<file path="config.mk">
export PLATFORM = sky130hd
export DESIGN_NAME = access_scheduler
export DESIGN_NICKNAME = d
export VERILOG_FILES = /design/src/rtl/access_scheduler_pkg.sv /design/src/rtl/access_scheduler_rr_pick.sv /design/src/rtl/access_scheduler.sv
export SDC_FILE = /design/constraint.sdc
export NUM_CORES = 1
export LEC_CHECK = 0
export ABC_AREA = 1
export BUFFER_PORTS_ARGS = -buffer_cell sky130_fd_sc_hd__buf_2
export CELL_PAD_IN_SITES_DETAIL_PLACEMENT = 0
export CELL_PAD_IN_SITES_GLOBAL_PLACEMENT = 1
export CORE_MARGIN = 8
export CORE_UTILIZATION = 26
export CTS_CLUSTER_DIAMETER = 30
export DETAILED_ROUTE_END_ITERATION = 7
export GPL_ROUTABILITY_DRIVEN = 0
export PLACE_DENSITY = 0.61
export SYNTH_ARGS = -nofsm -noshare
export SYNTH_HDL_FRONTEND = slang
export SYNTH_SLANG_ARGS = --single-unit
</file>
<file path="constraint.sdc">
create_clock -name clk -period 2.3 [get_ports clk]
set_input_delay 0.46 -clock clk [delete_from_list [all_inputs] [get_ports clk]]
set_output_delay 0.46 -clock clk [all_outputs]
set_load 0.05 [all_outputs]
</file>
<file path="src/rtl/access_scheduler_pkg.sv">
// Shared defaults for the beam-timed access scheduler and the rotating
// first-requester search used by its round-robin picker.
package access_scheduler_pkg;

    localparam int DEF_POS_W      = 10;
    localparam int DEF_TICK_LINE  = 480;
    localparam int DEF_TICK_COL   = 0;
    localparam int DEF_SLOT_TICKS = 144;

    // Returns {found, index}: first set bit of req searching owner+1 upward
    // with wrap at n, owner itself last. Without a requester returns {0, owner}.
    function automatic logic [4:0] rr_first(input logic [15:0] req,
                                            input logic [3:0]  owner,
                                            input int          n);
        logic [4:0] res;
        logic [4:0] idx;
        res = {1'b0, owner};
        // Walk from the farthest candidate back so the nearest one wins.
        for (int k = 16; k >= 1; k--) begin
            idx = {1'b0, owner} + 5'(k);
            if (idx >= 5'(n)) idx = idx - 5'(n);
            if (k <= n && req[idx[3:0]]) res = {1'b1, idx[3:0]};
        end
        return res;
    endfunction

endpackage

</file>
<file path="src/rtl/access_scheduler_rr_pick.sv">
// Combinational round-robin search: next requester after the current owner.
module rr_pick
    import access_scheduler_pkg::*;
#(
    parameter int NUM_CLIENTS = 4,
    parameter int IDW         = $clog2(NUM_CLIENTS)
) (
    input  logic [NUM_CLIENTS-1:0] req,
    input  logic [IDW-1:0]         owner,
    output logic [IDW-1:0]         nxt,
    output logic                   any_req
);

    logic [4:0] res;

    always_comb begin
        res     = rr_first(16'(req), 4'(owner), NUM_CLIENTS);
        nxt     = IDW'(res[3:0]);
        any_req = res[4];
    end

endmodule

</file>
<file path="src/rtl/access_scheduler.sv">
// Time-multiplexes a bus between NUM_CLIENTS clients in slots measured in
// beam-position ticks; fixed rotation or request-driven with early release.
module access_scheduler
    import access_scheduler_pkg::*;
#(
    parameter int NUM_CLIENTS = 4,
    parameter int POS_W       = DEF_POS_W,
    parameter int TICK_LINE   = DEF_TICK_LINE,
    parameter int TICK_COL    = DEF_TICK_COL,
    parameter int SLOT_TICKS  = DEF_SLOT_TICKS,
    localparam int IDW        = $clog2(NUM_CLIENTS)
) (
    input  logic                   clk,
    input  logic                   rst_n,
    input  logic [POS_W-1:0]       shpos,
    input  logic [POS_W-1:0]       svpos,
    input  logic [NUM_CLIENTS-1:0] req,
    input  logic                   skip_idle,
    output logic [NUM_CLIENTS-1:0] ce,
    output logic [IDW-1:0]         grant_id,
    output logic                   slot_start
);

    localparam logic [7:0]     LAST_CNT = 8'(SLOT_TICKS - 1);
    localparam logic [IDW-1:0] LAST_ID  = IDW'(NUM_CLIENTS - 1);

    logic                   match_d, match_q;
    logic [7:0]             cnt_d, cnt_q;
    logic [IDW-1:0]         owner_d, owner_q;
    logic [NUM_CLIENTS-1:0] ce_d, ce_q;
    logic                   slot_start_d, slot_start_q;
    logic                   tick, slot_end;
    logic [IDW-1:0]         pick_id;
    logic                   pick_any;

    rr_pick #(.NUM_CLIENTS(NUM_CLIENTS)) u_pick (
        .req     (req),
        .owner   (owner_q),
        .nxt     (pick_id),
        .any_req (pick_any)
    );

    assign match_d  = (svpos == POS_W'(TICK_LINE)) && (shpos == POS_W'(TICK_COL));
    assign tick     = match_d && !match_q;
    assign slot_end = (cnt_q == LAST_CNT);

    always_comb begin
        owner_d = owner_q;
        cnt_d   = cnt_q;
        if (tick) begin
            if (!skip_idle) begin
                if (slot_end) begin
                    owner_d = (owner_q == LAST_ID) ? '0 : owner_q + IDW'(1);
                    cnt_d   = '0;
                end else begin
                    cnt_d = cnt_q + 8'd1;
                end
            end else if ((slot_end || !req[owner_q]) && pick_any) begin
                // Re-granting the same owner still opens a fresh slot.
                owner_d = pick_id;
                cnt_d   = '0;
            end else if (!slot_end) begin
                cnt_d = cnt_q + 8'd1;
            end
        end
        ce_d          = '0;
        ce_d[owner_d] = 1'b1;
        slot_start_d  = (owner_d != owner_q);
    end

    // ce resets to client 0 rather than zero so the bus never goes unowned.
    always_ff @(posedge clk or negedge rst_n) begin
        if (!rst_n) begin
            match_q      <= 1'b0;
            cnt_q        <= '0;
            owner_q      <= '0;
            ce_q         <= NUM_CLIENTS'(1);
            slot_start_q <= 1'b0;
        end else begin
            match_q      <= match_d;
            cnt_q        <= cnt_d;
            owner_q      <= owner_d;
            ce_q         <= ce_d;
            slot_start_q <= slot_start_d;
        end
    end

    assign ce         = ce_q;
    assign grant_id   = owner_q;
    assign slot_start = slot_start_q;

endmodule

</file>
==> impl_metrics.env <==
export IMPL_synthToLayoutAreaGrowth_pct=27.3
export IMPL_cp_end_kind="register"
export IMPL_p_sw_w=0.000131
export IMPL_die_h_um=84.7
export IMPL_slew_headroom_pct=69.3
export IMPL_num_vias=1199
export IMPL_post_route_period_util_pct=90.7
export IMPL_hp_class="in2async"
export IMPL_gr_total_overflow=0
export IMPL_wl_per_cell_um=11.8
export IMPL_cts_buffers=3
export IMPL_seq_area_um2=404
export IMPL_skew_ns=0.00410
export IMPL_synth_enable_flop_cells=0
export IMPL_cp_depth=12
export IMPL_place_area_um2=1470
export IMPL_setup_tns_ns=0
export IMPL_setup_violations_final=0
export IMPL_fp_row_count=25
export IMPL_final_cell_area_um2=1560
export IMPL_seqPwrFrac_pct=47.6
export IMPL_synth_common_cells="28 x nand2_1, 25 x nand3_1, 22 x inv_1, 19 x nor2_1, 15 x dfrtp_1"
export IMPL_multi_input_area_um2=722
export IMPL_tightest_slew_ns=0.456
export IMPL_period_needed_ns=2.09
export IMPL_comb_power_share_pct=11.2
export IMPL_port_buffers=33
export IMPL_cts_htree_levels=1
export IMPL_place_hpwl_um=2510
export IMPL_io_pins=34
export IMPL_path_delay_family="simple AND/OR/NAND/NOR gates"
export IMPL_timing_final_max_slew_violations=0
export IMPL_crit_required_ns=2.43
export IMPL_finalHoldViolCount=0
export IMPL_synth_cells=169
export IMPL_die_x_um=84.7
export IMPL_path_class="reg2reg"
export IMPL_yosys_cell_count_top_type="nand2_1"
export IMPL_yosysWarnings=0
export IMPL_cts_clk_slew_worst_paths_ns=0.06
export IMPL_filler_cell_count=508
export IMPL_die_area_um2=7180
export IMPL_drt_antenna_violating_nets=0
export IMPL_antenna_found_initial=0
export IMPL_synthesis_nets=202
export IMPL_yosysUniqueCellTypes=34
export IMPL_max_freq_ghz=0.480
export IMPL_cpMaxStageDelayCell="dfrtp_2"
export IMPL_r2r_worst_path_cells=12
export IMPL_startpoint="grant_id[0]"
export IMPL_drt_initial_drc_count=67
export IMPL_synthTopCellsByArea="dfrtp_1 31%, nand3_1 10%, nand2_1 8.6%, inv_1 6.7%, ha_1 6.1%"
export IMPL_first_pass_iters=5
export IMPL_cts_tree="built"
export IMPL_p_per_area_nw_per_um2=378
export IMPL_start_kind="register"
export IMPL_fin_cells=263
export IMPL_grt_max_degree=17
export IMPL_p_int_w=0.000461
export IMPL_finalWirelength_um=3110
export IMPL_power_frac_clock_pct=41.3
export IMPL_ys_ff_latch=16
export IMPL_viasPerCell=4.56
export IMPL_root_buffer="clkbuf_8"
export IMPL_clkLatencyLatePin_ns=0.24
export IMPL_cpPeakStageDelay_ns=0.44
export IMPL_core_um2=4630
export IMPL_synth_largest_area_cell="dfrtp_1"
export IMPL_start_util_pct=26.5
export IMPL_crit_fanout=10
export IMPL_synth_top_area_share_pct=30.5
export IMPL_drc=0
export IMPL_crit_chain="inv_8, ha_2, inv_1, nand3_1, nand3_2, nand3_4, nand2_4, inv_2, o21ai_4, inv_2, o211ai_1, o21ai_1"
export IMPL_cpMostUsedCell="inv_2"
export IMPL_synth_area_um2=1230
export IMPL_outcome="completed"
export IMPL_cts_buffer_depth=2
export IMPL_diodes=0
export IMPL_cts_sinks=16
export IMPL_crit_buf_inv=4
export IMPL_synthArstFlopShare_pct=100
export IMPL_drive_above_1_share_pct=33.0
export IMPL_grt_pass1_wl_um=5840
export IMPL_timing_rr_start="grant_id[0]"
export IMPL_cp_arrival_ns=2.22
export IMPL_grt_pass1_vias=1291
export IMPL_dp_cells=257
export IMPL_switching_share_pct=22.2
export IMPL_rsz0062_at_grt="false"
export IMPL_nets=243
export IMPL_max_cap_violations=0
export IMPL_p_leak_nw=0.797
export IMPL_synth_seq_area_share_pct=32.7
export IMPL_grt_usage_pct=9.64
export IMPL_avgSynthCellArea_um2=7.27
export IMPL_vdd_drop_max_v=0.000194
export IMPL_synthFlopType="dfrtp_1"
[per-stage QoR]
stage	setup slack [ns]	util, %	power [W]	hold WS (ns)
after global placement	0.132	31.8	0.000352	0.399
after global routing	0.0411	33.8	0.000620	0.143
after detailed placement	0.123	31.8	0.000351	0.398
final	0.215	33.8	0.000592	0.114
after floorplan	0.101	-	0.000318	0.164
after CTS	0.107	32.9	0.000597	0.131
[placed cells by master (no fill, tap or decap), types with 2 or more instances in the layout]
cell type  count
buf_2         33
nand2_1       28
nand3_1       23
inv_1         22
nor2_1        19
dfrtp_1       13
a21oi_1        7
inv_2          5
o21ai_1        5
ha_1           5
buf_4          5
nand2_2        4
nand3_2        4
clkbuf_8       4
nor3_1         3
xor2_1         3
o21ai_0        2
o21ai_2        2
nand4_1        2
dfrtp_2        2
[final timing paths]
path	end	slack, ns
max in group asynchronous	ce[0]	1.88
setup reg to reg	cnt_q[6]	0.21
setup / recovery	cnt_q[6]	0.21
min in group clk	match_q	0.48
hold reg to reg	cnt_q[0]	0.51
hold / removal	cnt_q[6]	0.11
[logic make-up (layout without fill, tap and decap cells)]
| group | Yosys count | count (layout) | synth area share [%] |
|---|---|---|---|
| xor gates and xnor gates | 4 | 4 | 2.85 |
| DFF | 16 | 16 | 32.7 |
| buffers and inverters | 30 | 70 | 10.5 |
| adders and majority gates | 6 | 6 | 6.11 |
| AOI/OAI and AO/OA | 24 | 24 | 12.6 |
| and+or+nand+nor | 89 | 89 | 35.2 |
[power groups by stage]
stage / clock network, W / registers (W) / logic [W]
after global routing: 0.000262 / 0.000281 / 0.0000766
after global placement: 0 / 0.000287 / 0.0000649
after detailed placement: 0 / 0.000287 / 0.0000646
final: 0.000244 / 0.000282 / 0.0000660
after floorplan: 0 / 0.000287 / 0.0000309
after CTS: 0.000251 / 0.000281 / 0.0000647
[worst reg2reg max path: cells and delay by family, from the launching register on]
kind            cells  cell delay [ns]
compound gates      3             0.39
simple gates        4             0.47
fa+ha+maj           1             0.31
buf+inv             4             0.37
flops               1             0.44
[layout make-up]
type                       count  share of cell area, %
tap                           54                   4.32
clock buffer                   4                   3.52
timing repair buffer          38                   13.0
inverter                      28                   7.20
multi-input combinational    123                   46.2
sequential                    16                   25.8
[repair_timing]
action | 4_1_cts | 5_1_grt
hold buffers | 0 | 0
setup endpoints to repair | 0 | 13
setup buffers | 0 | 2
gates resized for setup | 0 | 6
[metal layers]
metal | share of wire, % | global-route usage, % | routed length (µm)
met1 | 48 | 11.9 | 1490
met2 | 50 | 16.9 | 1540
met3 | 1.2 | 1.17 | 36
met4 | 1.0 | 2.91 | 31
met5 | 0 | 0 | 0
[state kept, by name, indices dropped and copies added (netlist names)]
name / flops
ce: 4
cnt_q: 8
grant_id: 2
match_q: 1
slot_start: 1
(Power assumes the default switching activity.)
